### src/rtl/idli_pkg.sv
// rtl/idli_pkg.sv - shared types for the idli serial datapath
// Nibble, ALU op, accumulator flag and accumulator state types.
package idli_pkg;

  typedef logic [3:0] sqi_data_t;

  typedef enum logic [1:0] {
    ALU_OP_ADD,
    ALU_OP_AND,
    ALU_OP_OR,
    ALU_OP_XOR
  } alu_op_t;

  typedef struct packed {
    logic z;
    logic n;
    logic c;
    logic v;
  } acc_flags_t;

  localparam int ACC_BEATS = 4;

  typedef enum logic {
    ACC_STATE_IDLE,
    ACC_STATE_RUN
  } acc_state_t;

endpackage

### src/rtl/idli_alu_acc_m.sv
// rtl/idli_alu_acc_m.sv - serial ALU sequencer and 16b result/flag accumulator
// Steers the 4b ALU over four LSB-first beats and publishes result and flags on completion.
module idli_alu_acc_m
  import idli_pkg::*;
(
  input  logic       i_acc_gck,
  input  logic       i_acc_rst_n,
  input  logic       i_acc_start,
  input  alu_op_t    i_acc_op,
  input  logic       i_acc_sub,
  input  logic       i_acc_use_cin,
  input  logic       i_acc_cin_ext,
  input  logic       i_acc_lhs_msb,
  input  logic       i_acc_rhs_msb,
  input  sqi_data_t  i_acc_alu_data,
  input  logic       i_acc_alu_cout,
  output logic       o_acc_alu_cin,
  output logic       o_acc_alu_rhs_inv,
  output logic [1:0] o_acc_beat,
  output logic       o_acc_busy,
  output logic       o_acc_done,
  output logic [15:0] o_acc_result,
  output acc_flags_t o_acc_flags
);

  acc_state_t r_state, w_state_nx;
  logic [1:0]  r_beat, w_beat_nx;
  logic        w_start_beat, w_last_beat, w_active;
  logic        r_carry, r_sub, r_zero, r_done;
  alu_op_t     r_op;
  logic [11:0] r_shift;
  logic [15:0] r_result;
  acc_flags_t  r_flags;
  logic        w_nonzero, w_rhs_msb, w_is_add;

  always_ff @(posedge i_acc_gck or negedge i_acc_rst_n) begin
    if (!i_acc_rst_n) begin
      r_state <= ACC_STATE_IDLE;
      r_beat  <= 2'd0;
    end else begin
      r_state <= w_state_nx;
      r_beat  <= w_beat_nx;
    end
  end

  always_comb begin
    w_state_nx   = r_state;
    w_beat_nx    = r_beat;
    w_start_beat = 1'b0;
    w_last_beat  = 1'b0;
    case (r_state)
      ACC_STATE_IDLE: begin
        if (i_acc_start) begin
          w_start_beat = 1'b1;
          w_state_nx   = ACC_STATE_RUN;
          w_beat_nx    = 2'd1;
        end
      end
      ACC_STATE_RUN: begin
        if (r_beat == 2'(ACC_BEATS - 1)) begin
          w_last_beat = 1'b1;
          w_state_nx  = ACC_STATE_IDLE;
          w_beat_nx   = 2'd0;
        end else begin
          w_beat_nx = r_beat + 2'd1;
        end
      end
      default: begin
        w_state_nx = ACC_STATE_IDLE;
        w_beat_nx  = 2'd0;
      end
    endcase
  end

  assign w_active = w_start_beat | (r_state == ACC_STATE_RUN);

  // Subtract forces carry-in so the inverted RHS becomes a two's complement negate.
  always_comb begin
    o_acc_alu_cin = 1'b0;
    if (w_start_beat) begin
      o_acc_alu_cin = i_acc_sub | (i_acc_use_cin & i_acc_cin_ext);
    end else if (r_state == ACC_STATE_RUN) begin
      o_acc_alu_cin = r_carry;
    end
  end

  assign o_acc_alu_rhs_inv = (r_state == ACC_STATE_RUN) ? r_sub : i_acc_sub;

  assign w_nonzero = (w_start_beat ? 1'b0 : r_zero) | (|i_acc_alu_data);
  assign w_rhs_msb = i_acc_rhs_msb ^ r_sub;
  assign w_is_add  = (r_op == ALU_OP_ADD);

  // Nibbles collect in a staging shift register so the published result holds until the next completion.
  always_ff @(posedge i_acc_gck or negedge i_acc_rst_n) begin
    if (!i_acc_rst_n) begin
      r_carry  <= 1'b0;
      r_sub    <= 1'b0;
      r_op     <= ALU_OP_ADD;
      r_zero   <= 1'b0;
      r_done   <= 1'b0;
      r_shift  <= 12'h000;
      r_result <= 16'h0000;
      r_flags  <= '0;
    end else begin
      r_done <= w_last_beat;
      if (w_start_beat) begin
        r_op  <= i_acc_op;
        r_sub <= i_acc_sub;
      end
      if (w_active) begin
        r_carry <= i_acc_alu_cout;
        r_shift <= {i_acc_alu_data, r_shift[11:4]};
        r_zero  <= w_nonzero;
      end
      if (w_last_beat) begin
        r_result  <= {i_acc_alu_data, r_shift};
        r_flags.z <= ~w_nonzero;
        r_flags.n <= i_acc_alu_data[3];
        r_flags.c <= w_is_add & i_acc_alu_cout;
        r_flags.v <= w_is_add & (i_acc_lhs_msb == w_rhs_msb) & (i_acc_alu_data[3] != i_acc_lhs_msb);
      end
    end
  end

  assign o_acc_beat   = r_beat;
  assign o_acc_busy   = (r_state == ACC_STATE_RUN);
  assign o_acc_done   = r_done;
  assign o_acc_result = r_result;
  assign o_acc_flags  = r_flags;

endmodule
### config.mk
export PLATFORM = sky130hd
export DESIGN_NAME = idli_alu_acc_m
export DESIGN_NICKNAME = d
export VERILOG_FILES = /design/src/rtl/idli_pkg.sv /design/src/rtl/idli_alu_acc_m.sv
export SDC_FILE = /design/constraint.sdc
export NUM_CORES = 1
export LEC_CHECK = 0
export BUFFER_PORTS_ARGS = -buffer_cell sky130_fd_sc_hd__buf_2
export CORE_MARGIN = 4
export CORE_UTILIZATION = 30
export DETAILED_ROUTE_END_ITERATION = 12
export GPL_TIMING_DRIVEN = 0
export PLACE_DENSITY = 0.54
export SYNTH_ARGS = -nofsm -noshare
export SYNTH_HDL_FRONTEND = slang
export SYNTH_SLANG_ARGS = --single-unit
### constraint.sdc
create_clock -name i_acc_gck -period 1.7 [get_ports i_acc_gck]
set_clock_uncertainty 0.1 [all_clocks]
set_input_delay 0.17 -clock i_acc_gck [delete_from_list [all_inputs] [get_ports i_acc_gck]]
set_output_delay 0.17 -clock i_acc_gck [all_outputs]
set_load 0.03 [all_outputs]
==> results by group, run 1 <==
Status
  – Outcome: finished clean

Clock tree
  – Clk_lat worst skew: 0.28 ns
  – H-tree Lvls: 2
  – Clock transition at path regs: 0.08 ns
  – Num CTS Buffers: 5
  – CTS tree: done
  – Sink Count: 40
  – CTS Buffer Depth: 2
  – Root Driver: clkbuf_8
  – Post-CTS Setup Repair Bufs: 0

Yosys
  – Cells after Synth: 103
  – Main area contributors after synthesis: dfrtp_1 (63%), mux2_2 (23%), buf_6 (2.1%), a22o_1 (1.6%), nand2b_1 (1.2%)
  – Post-synth top area share: 0.627
  – Mapped Area: 1600 sq um
  – Post-synthesis sequential area ratio: 0.627
  – Syn Nets: 119
  – Post-synth cell types: 20
  – Syn Area/Cell: 15.5 sq um
  – Post-synth top area cell: dfrtp_1
  – Yosys reg bits: 40
  – Synth warn: 0

Global route
  – GR Util met3: 0.0310
  – Remaining global-route overflow: 0
  – First-pass GRT wire length: 5100 microns
  – Largest net degree at the start of global routing: 41
  – GRT Max-Usage Layer: met2
  – Antenna violations before repair: 0
  – GRT Overall Usage: 0.103
  – Global Route met1 Usage: 0.117
  – Met2 Use GR: 0.183
  – Vias in the first global route: 1,030

STA
  – PnR worst setup slack: 0.107 ns
  – Fin crit share: 0.937
  – Fmax: 628 MHz
  – Post-Route Setup TNS: 0 ns
  – RSZ-0062 raised after global routing: no
  – Hold Vio Cnt, Final: 0
  – Slew @ Worst Pin: 0.858 ns
  – Setup violations, final: 0
  – Post-route minimum period: 1.59 ns
  – Normalized max-slew margin: 0.428
  – Max-slew violations: 0

Critical path
  – Register-to-register setup slack: 0.17 ns
  – Setup crit end kind: output port
  – Reg-to-Reg Start: o_acc_busy$_DFF_PN0_
  – Startpoint types: flip-flop
  – Worst path arrival time: 1.32 ns
  – Reg2Reg Capture Point: r_shift[6]$_DFFE_PN0P_
  – Crit-path leading delay family: buffers and inverters
  – Required @ worst endpoint: 1.43 ns
  – Critical-path top delay cell: dfrtp_1
  – Bufs and invs on worst path: 2
  – Crit Path Max Fanout: 9
  – CP Class: reg -> out
  – Max stage delay on crit path: 0.35 ns
  – Reg2Reg Depth: 4
  – Crit-path cells: buf_4, mux2_2, buf_2

Route
  – Wire per inst: 13.9 microns
  – DR DRC count: 0
  – DRT Wirelength: 3080 microns
  – Iter 0 DRT Violations: 23
  – Mean number of vias per cell: 4.37
  – Final ANT Viol Nets: 0
  – Via count: 971
  – Pre-antenna DRT Iters: 4

Worst hold path
  – Hold crit path type: in -> reg
  – WHS Endpoint: r_op[0]$_DFFE_PN0N_
  – HP Start: i_acc_op[0]
  – Worst Hold Depth: 2

Die
  – Height of the die: 81.0 microns
  – Die Width: 81.0 microns
  – Initial Utilization: 0.311
  – Core footprint: 5140 sq um
  – # rows: 26
  – Num ports: 41
  – Die area: 6550 sq um

Cells and area
  – # diodes: 0
  – Final core utilization: 0.391
  – Reg area: 1000 sq um
  – Layout area overhead: 26.0%
  – Fin cells: 222
  – Commonest non-fill, non-tap cells in the layout: dfrtp_1 (40), buf_2 (39), mux2_2 (33)
  – Share of cells above drive strength 1: 0.592
  – Fill cells: 529
  – Final #Nets: 167
  – Most common cell after layout, fill and taps aside: dfrtp_1
  – Area occupied by multi-input gates: 551 sq um

Place
  – Gpl congestion: 0.665
  – Post-Place Setup Slack: 0.180 ns
  – I/O Buffers: 40
  – Dpl cells: 213
  – Detailed placement HPWL: 2280 microns

Job
  – Max Cap Viol: 0

Pwr
  – PwrDens: 2060 nW/um^2
  – P_leak: 0.929 nW
  – Final Total Pwr: 4.14 mW
  – VDD IR max: 0.000926 V
## how the worst max path moves through the flow
stage                          from                endpoint  cells past startpoint
3_3_place_gp   o_acc_busy$_DFF_PN0_  r_shift[0]$_DFFE_PN0P_                      4
3_5_place_dp   o_acc_busy$_DFF_PN0_  r_shift[2]$_DFFE_PN0P_                      4
5_1_grt        o_acc_busy$_DFF_PN0_           o_acc_alu_cin                      4
2_1_floorplan  o_acc_busy$_DFF_PN0_           o_acc_alu_cin                      3
4_1_cts        o_acc_busy$_DFF_PN0_           o_acc_alu_cin                      4
6_report       o_acc_busy$_DFF_PN0_       o_acc_alu_rhs_inv                      3
## synthesized netlist by cell type, drive strengths merged
master and number:
dfrtp 40, mux2 33, buf 5, a22o 3, nand2 3, nand2b 3
nor2 3, a21oi 2, nor3 2, o21ai 2, ha 1, inv 1
mux2i 1, o31a 1, o31ai 1, or4 1, xnor2 1
## what timing repair did
action                     4_1_cts  5_1_grt
setup endpoints to repair        1        1
hold buffers                     1        0
hold endpoints to repair        40        0
gates resized for setup          1        2
## layer usage
layer	up-vias	wire [microns]
met3	4	109
met2	19	1690
met4	0	36
met1	492	1240
met5	-	0
li1	456	-
## kinds of logic after synthesis
kind of cell,after synthesis,share of synthesized area
xor+xnor,1,0.00549
flops,40,0.627
compound gates,9,0.0423
simple gates,12,0.0455
mux,34,0.239
buf+inv,6,0.0329
fa+ha+maj,1,0.00784
## layout make-up
cell class | count | share of cell area
Inverter | 1 | 0.00187
Clock buffer | 6 | 0.0361
Timing Repair Buffer | 41 | 0.106
Clock inverter | 2 | 0.0174
Multi-Input combinational cell | 57 | 0.274
Tap cell | 70 | 0.0435
Buffer | 5 | 0.0243
Sequential cell | 40 | 0.498
## report_power, final
| group | leakage (nW) | internal, mW | switching, mW |
|---|---|---|---|
| Combinational | 0.402 | 0.761 | 1.08 |
| Clock | 0.0552 | 0.435 | 0.307 |
| Sequential | 0.473 | 1.35 | 0.207 |
| Total | 0.929 | 2.54 | 1.60 |
## registers in the layout (all words and copies together), names as in the netlist
register,cells
o_acc_result,16
r_shift,12
o_acc_flags,3
o_acc_beat,2
r_op,2
o_acc_busy,1
o_acc_done,1
r_carry,1
r_sub,1
r_zero,1
## stage by stage
stage          instance area (sq um)  hold WS [ns]
2_1_floorplan                   1600        -0.226
3_3_place_gp                    1880         0.229
3_5_place_dp                    1880         0.245
4_1_cts                         2000       0.00840
5_1_grt                         2010        0.0141
6_report                        2010        0.0160
Power figures use the tool's default switching activity.
==> inputs of run 2 (changes only) <==
PLACE_DENSITY = unset   (was 0.54)
TNS_END_PERCENT = 30   (was unset)
==> run 2 against run 1 <==
Clock-buffer cell count up 1. Register-to-register slack about the same. Hold slack worse by 0.0057 ns. Die area unchanged. Wire length down 1.0%. First-iteration DRC count up 87%. Sequential share of layout area down 0.46 points. Critical path depth unchanged. Global-route usage down 0.13 points. Largest power group unchanged.
==> results by group, run 2 (synthesis results as in run 1) <==
Status
  – Outcome: finished clean (unchanged)

Critical path
  – Crit-path cells: buf_4, mux2_2, buf_2 (unchanged)
  – Required @ worst endpoint: 1.43 ns (about the same)
  – Reg-to-Reg Start: o_acc_busy$_DFF_PN0_ (unchanged)
  – Reg2Reg Capture Point: r_shift[3]$_DFFE_PN0P_ (was r_shift[6]$_DFFE_PN0P_)
  – Worst path arrival time: 1.34 ns (was 1.32 ns)
  – Crit-path leading delay family: flip-flops (was buffers and inverters)
  – Crit Path Max Fanout: 9 (unchanged)
  – Setup crit end kind: output port (unchanged)
  – Bufs and invs on worst path: 2 (unchanged)
  – Startpoint types: flip-flop (unchanged)
  – Max stage delay on crit path: 0.35 ns (about the same)
  – Reg2Reg Depth: 4 (unchanged)
  – Stages on the worst setup path: 3 (unchanged)
  – CP Class: reg -> out (unchanged)
  – Register-to-register setup slack: 0.18 ns (was 0.17 ns)
  – Critical-path top delay cell: dfrtp_1 (unchanged)

Cells and area
  – Most common cell after layout, fill and taps aside: dfrtp_1 (unchanged)
  – Max reg flops: 16 (unchanged)
  – Commonest non-fill, non-tap cells in the layout: dfrtp_1 (40), buf_2 (39), mux2_2 (33) (unchanged)
  – Final #Nets: 167 (unchanged)
  – Layout area overhead: 27.2% (was 26.0%)
  – Share of cells above drive strength 1: 0.599 (was 0.592)
  – # diodes: 0 (unchanged)

Route
  – Wire per inst: 13.7 microns (was 13.9 microns)
  – Via count: 986 (was 971)
  – Iter 0 DRT Violations: 43 (was 23)
  – DRT Wirelength: 3050 microns (was 3080 microns)
  – DR top layer: met4 (unchanged)
  – Pre-antenna DRT Iters: 2 (was 4)
  – Mean number of vias per cell: 4.44 (was 4.37)
  – Final ANT Viol Nets: 0 (unchanged)
  – DR DRC count: 0 (unchanged)
  – WL met1: 1340 microns (was 1240 microns)
  – Routed wl met3: 229 microns (was 109 microns)
  – Met2 WL post-DR: 1450 microns (was 1690 microns)

STA
  – Post-Route Setup TNS: 0 ns (unchanged)
  – Fmax: 623 MHz (was 628 MHz)
  – Fin crit share: 0.945 (was 0.937)
  – Hold Vio Cnt, Final: 0 (unchanged)
  – RSZ-0062 raised after global routing: no (unchanged)
  – Normalized max-slew margin: 0.427 (was 0.428)
  – Slew @ Worst Pin: 0.860 ns (was 0.858 ns)
  – Max-slew violations: 0 (unchanged)
  – Setup violations, final: 0 (unchanged)
  – PnR worst setup slack: 0.0943 ns (was 0.107 ns)
  – Post-route minimum period: 1.61 ns (was 1.59 ns)

Pwr
  – VDD IR max: 0.000964 V (was 0.000926 V)
  – P_leak: 0.939 nW (was 0.929 nW)
  – PwrDens: 2080 nW/um^2 (was 2060 nW/um^2)

Clock tree
  – Clk_lat worst skew: 0.29 ns (was 0.28 ns)
  – Post-CTS Setup Repair Bufs: 0 (unchanged)
  – Num CTS Buffers: 5 (unchanged)
  – H-tree Lvls: 2 (unchanged)
  – CTS tree: done (unchanged)
  – Root Driver: clkbuf_8 (unchanged)
  – CTS Buffer Depth: 2 (unchanged)
  – Clock transition at path regs: 0.08 ns (about the same)
  – Sink Count: 40 (unchanged)

Die
  – Height of the die: 81.0 microns (unchanged)
  – Initial Utilization: 0.311 (unchanged)
  – Core footprint: 5140 sq um (unchanged)
  – Num ports: 41 (unchanged)
  – Die area: 6550 sq um (unchanged)
  – # rows: 26 (unchanged)
  – Die Width: 81.0 microns (unchanged)

Job
  – Max Cap Viol: 0 (unchanged)

Worst hold path
  – Worst Hold Depth: 2 (unchanged)
  – HP Start: i_acc_alu_cout (was i_acc_op[0])
  – WHS Endpoint: o_acc_flags[1]$_DFFE_PN0P_ (was r_op[0]$_DFFE_PN0N_)
  – Hold crit path type: in -> reg (unchanged)

Place
  – Post-Place Setup Slack: 0.186 ns (was 0.180 ns)
  – I/O Buffers: 40 (unchanged)
  – Detailed placement HPWL: 2220 microns (was 2280 microns)
  – Gpl congestion: 0.680 (was 0.665)

Global route
  – Largest net degree at the start of global routing: 41 (unchanged)
  – First-pass GRT wire length: 5020 microns (was 5100 microns)
  – GRT Overall Usage: 0.102 (was 0.103)
  – Antenna violations before repair: 0 (unchanged)
  – Vias in the first global route: 1,048 (was 1,030)
  – Remaining global-route overflow: 0 (unchanged)
## run 2: changes by cell type in the layout (fill, tap and decap cells not counted), sizes merged
cell,delta
clkbuf,+1
clkinv,-1
## run 2: final cells by class
class | instances | area [sq um]
fill | 523 | 3110
sequential | 40 | 1000
multi-input combinational | 57 | 551
timing repair buffer | 41 | 213
clock buffer | 7 | 96.3
tap | 70 | 87.6
buffer | 5 | 48.8
clock inverter | 1 | 30.0
inverter | 1 | 3.75
## run 2: where the power goes
| part | switching, mW | internal [mW] |
|---|---|---|
| clock network | 0.326 | 0.518 |
| registers | 0.210 | 1.35 |
| logic | 1.07 | 0.761 |
## run 2: layer usage
layer | vias up | GRT usage
met1 | 496 | 0.129
met2 | 27 | 0.156
met5 | - | 0
met4 | 0 | 0.0405
li1 | 458 | -
met3 | 5 | 0.0388
## run 2: worst max-delay path by stage
stage	slack, ns	to	start
floorplan	0.06	o_acc_alu_cin	o_acc_busy$_DFF_PN0_
global placement	0.21	r_carry$_DFFE_PN0P_	o_acc_busy$_DFF_PN0_
detailed placement	0.19	r_shift[3]$_DFFE_PN0P_	o_acc_busy$_DFF_PN0_
CTS	0.01	o_acc_alu_cin	o_acc_busy$_DFF_PN0_
global route	0.02	o_acc_alu_rhs_inv	o_acc_busy$_DFF_PN0_
finish	0.09	o_acc_alu_rhs_inv	o_acc_busy$_DFF_PN0_
## run 2: through the flow
stage,std cells,power (mW),utilization,instance area [sq um],hold WS [ns]
6_report,222,4.23,0.395,2030,0.0104
5_1_grt,222,4.46,0.395,2030,0.00848
4_1_cts,222,4.28,0.394,2030,0.00415
3_5_place_dp,213,3.42,0.367,1880,0.239
3_3_place_gp,213,3.36,0.367,1880,0.221
2_1_floorplan,103,2.90,-,1600,-0.226
## run 2: what timing repair did
| action | 4_1_cts | 5_1_grt |
|---|---|---|
| hold buffers | 1 | 0 |
| gates resized for setup | 2 | 1 |
| pin swaps | 0 | 0 |
| endpoints found under the setup margin | 1 | 1 |
| hold endpoints to repair | 40 | 0 |
==> inputs of run 3 (changes only) <==
CORE_MARGIN = unset   (was 4)
PLACE_DENSITY = 0.49   (was unset)
==> run 3 against run 2 <==
Core utilization is 0.45 points higher. Total power is 0.97% lower. Via count is 0.91% lower. Sequential power hardly changed. Die area is 14% lower.
==> results by group, run 3 (synthesis results as in run 1) <==
Clock tree
  – Root Driver: clkbuf_8 (unchanged)
  – Sink Count: 40 (unchanged)
  – CTS Buffer Depth: 2 (unchanged)
  – Num CTS Buffers: 5 (unchanged)
  – H-tree Lvls: 2 (unchanged)
  – CTS tree: done (unchanged)
  – Post-CTS Setup Repair Bufs: 0 (unchanged)
  – Clock transition at path regs: 0.07 ns (was 0.08 ns)
  – Clk_lat worst skew: 0.28 ns (was 0.29 ns)

Critical path
  – Register-to-register setup slack: 0.18 ns (about the same)
  – Required @ worst endpoint: 1.43 ns (about the same)
  – Reg-to-Reg Start: o_acc_busy$_DFF_PN0_ (unchanged)
  – CP startpoint: o_acc_busy$_DFF_PN0_ (unchanged)
  – Worst path arrival time: 1.32 ns (was 1.34 ns)
  – Reg2Reg Depth: 4 (unchanged)
  – Startpoint types: flip-flop (unchanged)
  – Setup crit end kind: output port (unchanged)
  – Crit Path Max Fanout: 9 (unchanged)
  – CP Class: reg -> out (unchanged)
  – Reg2Reg Capture Point: r_shift[2]$_DFFE_PN0P_ (was r_shift[3]$_DFFE_PN0P_)
  – Worst setup path end: o_acc_alu_rhs_inv (unchanged)

Die
  – Initial Utilization: 0.313 (was 0.311)
  – Die Width: 75.0 microns (was 81.0 microns)
  – # rows: 26 (unchanged)
  – Die area: 5620 sq um (was 6550 sq um)
  – Core footprint: 5110 sq um (was 5140 sq um)
  – Height of the die: 75.0 microns (was 81.0 microns)
  – Num ports: 41 (unchanged)

STA
  – Max-slew violations: 0 (unchanged)
  – RSZ-0062 raised after global routing: no (unchanged)
  – Setup violations, final: 0 (unchanged)
  – Normalized max-slew margin: 0.420 (was 0.427)
  – Post-route minimum period: 1.59 ns (was 1.61 ns)
  – PnR worst setup slack: 0.113 ns (was 0.0943 ns)
  – Post-Route Setup TNS: 0 ns (unchanged)
  – Hold Vio Cnt, Final: 0 (unchanged)
  – Fin crit share: 0.934 (was 0.945)
  – Fmax: 630 MHz (was 623 MHz)
  – Slew @ Worst Pin: 0.870 ns (was 0.860 ns)

Global route
  – GRT Overall Usage: 0.115 (was 0.102)
  – Remaining global-route overflow: 0 (unchanged)
  – Vias in the first global route: 931 (was 1,048)
  – Antenna violations before repair: 0 (unchanged)
  – Largest net degree at the start of global routing: 41 (unchanged)
  – First-pass GRT wire length: 4510 microns (was 5020 microns)

Status
  – Outcome: finished clean (unchanged)

Pwr
  – PwrDens: 2050 nW/um^2 (was 2080 nW/um^2)
  – VDD IR max: 0.000506 V (was 0.000964 V)
  – P_leak: 0.943 nW (was 0.939 nW)

Place
  – Detailed placement HPWL: 2020 microns (was 2220 microns)
  – Placed cell area: 1880 sq um (unchanged)
  – I/O Buffers: 40 (unchanged)
  – Gpl congestion: 0.668 (was 0.680)
  – Post-Place Setup Slack: 0.167 ns (was 0.186 ns)

Route
  – Wire per inst: 12.7 microns (was 13.7 microns)
  – DR DRC count: 0 (unchanged)
  – Final ANT Viol Nets: 0 (unchanged)
  – Iter 0 DRT Violations: 59 (was 43)
  – Pre-antenna DRT Iters: 3 (was 2)
  – Mean number of vias per cell: 4.38 (was 4.44)
  – Via count: 977 (was 986)
  – DRT Wirelength: 2830 microns (was 3050 microns)

Cells and area
  – Layout area overhead: 27.8% (was 27.2%)
  – Final #Nets: 168 (was 167)
  – Fin area: 2040 sq um (was 2030 sq um)
  – # diodes: 0 (unchanged)
  – Most common cell after layout, fill and taps aside: dfrtp_1 (unchanged)
  – Share of cells above drive strength 1: 0.595 (was 0.599)
  – Commonest non-fill, non-tap cells in the layout: dfrtp_1 (40), buf_2 (39), mux2_2 (33) (unchanged)
  – Fill cells: 512 (was 523)
  – Max reg flops: 16 (unchanged)

Job
  – Max Cap Viol: 0 (unchanged)

Worst hold path
  – Hold crit path type: in -> reg (unchanged)
[run 3: area by class of cell]
cell class	instances	area (sq um)	area share
clock buffers	7	96.3	0.0472
inverters	1	3.75	0.00184
clock inverters	1	30.0	0.0147
multi-input cells	57	551	0.270
plain buffers	5	48.8	0.0239
repair buffers	42	223	0.109
well taps	70	87.6	0.0429
flip-flops and latches	40	1000	0.490
[run 3: report_power, final]
part / internal, mW / switching (mW)
Combinational: 0.761 / 1.06
Clock: 0.518 / 0.306
Sequential: 1.35 / 0.197
Total: 2.63 / 1.56
[run 3: what timing repair did]
item / CTS / global route
endpoints found under the setup margin: 1 / 1
pin swaps: 0 / 0
gates resized for setup: 1 / 3
hold endpoints to repair: 40 / 1
hold buffers: 1 / 1
[run 3: worst max-delay path, cell delays in order (launching register included)]
cell	delay, ns
dfrtp_1	0.34
buf_4	0.18
mux2_2	0.34
buf_2	0.17
[run 3: worst min path at each step]
stage | from | endpoint | slack (ns) | depth (start not counted)
floorplan | i_acc_rst_n | o_acc_beat[0]$_DFFE_PN0P_ | -0.23 | 0
global placement | i_acc_rst_n | o_acc_result[5]$_DFFE_PN0P_ | 0.24 | 1
detailed placement | i_acc_rst_n | o_acc_result[5]$_DFFE_PN0P_ | 0.24 | 1
CTS | i_acc_op[1] | r_op[1]$_DFFE_PN0N_ | 0.006 | 2
global route | i_acc_op[0] | r_op[0]$_DFFE_PN0N_ | 0.001 | 2
finish | i_acc_op[0] | r_op[0]$_DFFE_PN0N_ | 0.02 | 2
[run 3: layer usage]
layer	vias up	GRT usage	routed length [microns]
met2	22	0.170	1390
met5	-	0	0
met3	4	0.0469	112
met1	492	0.143	1270
li1	459	-	-
met4	0	0.0629	49
[run 3: metrics by stage]
| step | utilization | hold slack [ns] | cells | total power, mW |
|---|---|---|---|---|
| 2_1_floorplan | - | -0.226 | 103 | 2.90 |
| 3_3_place_gp | 0.369 | 0.236 | 213 | 3.37 |
| 3_5_place_dp | 0.369 | 0.243 | 213 | 3.40 |
| 4_1_cts | 0.396 | 0.00580 | 222 | 4.24 |
| 5_1_grt | 0.400 | 0.00132 | 223 | 4.46 |
| 6_report | 0.400 | 0.0214 | 223 | 4.19 |
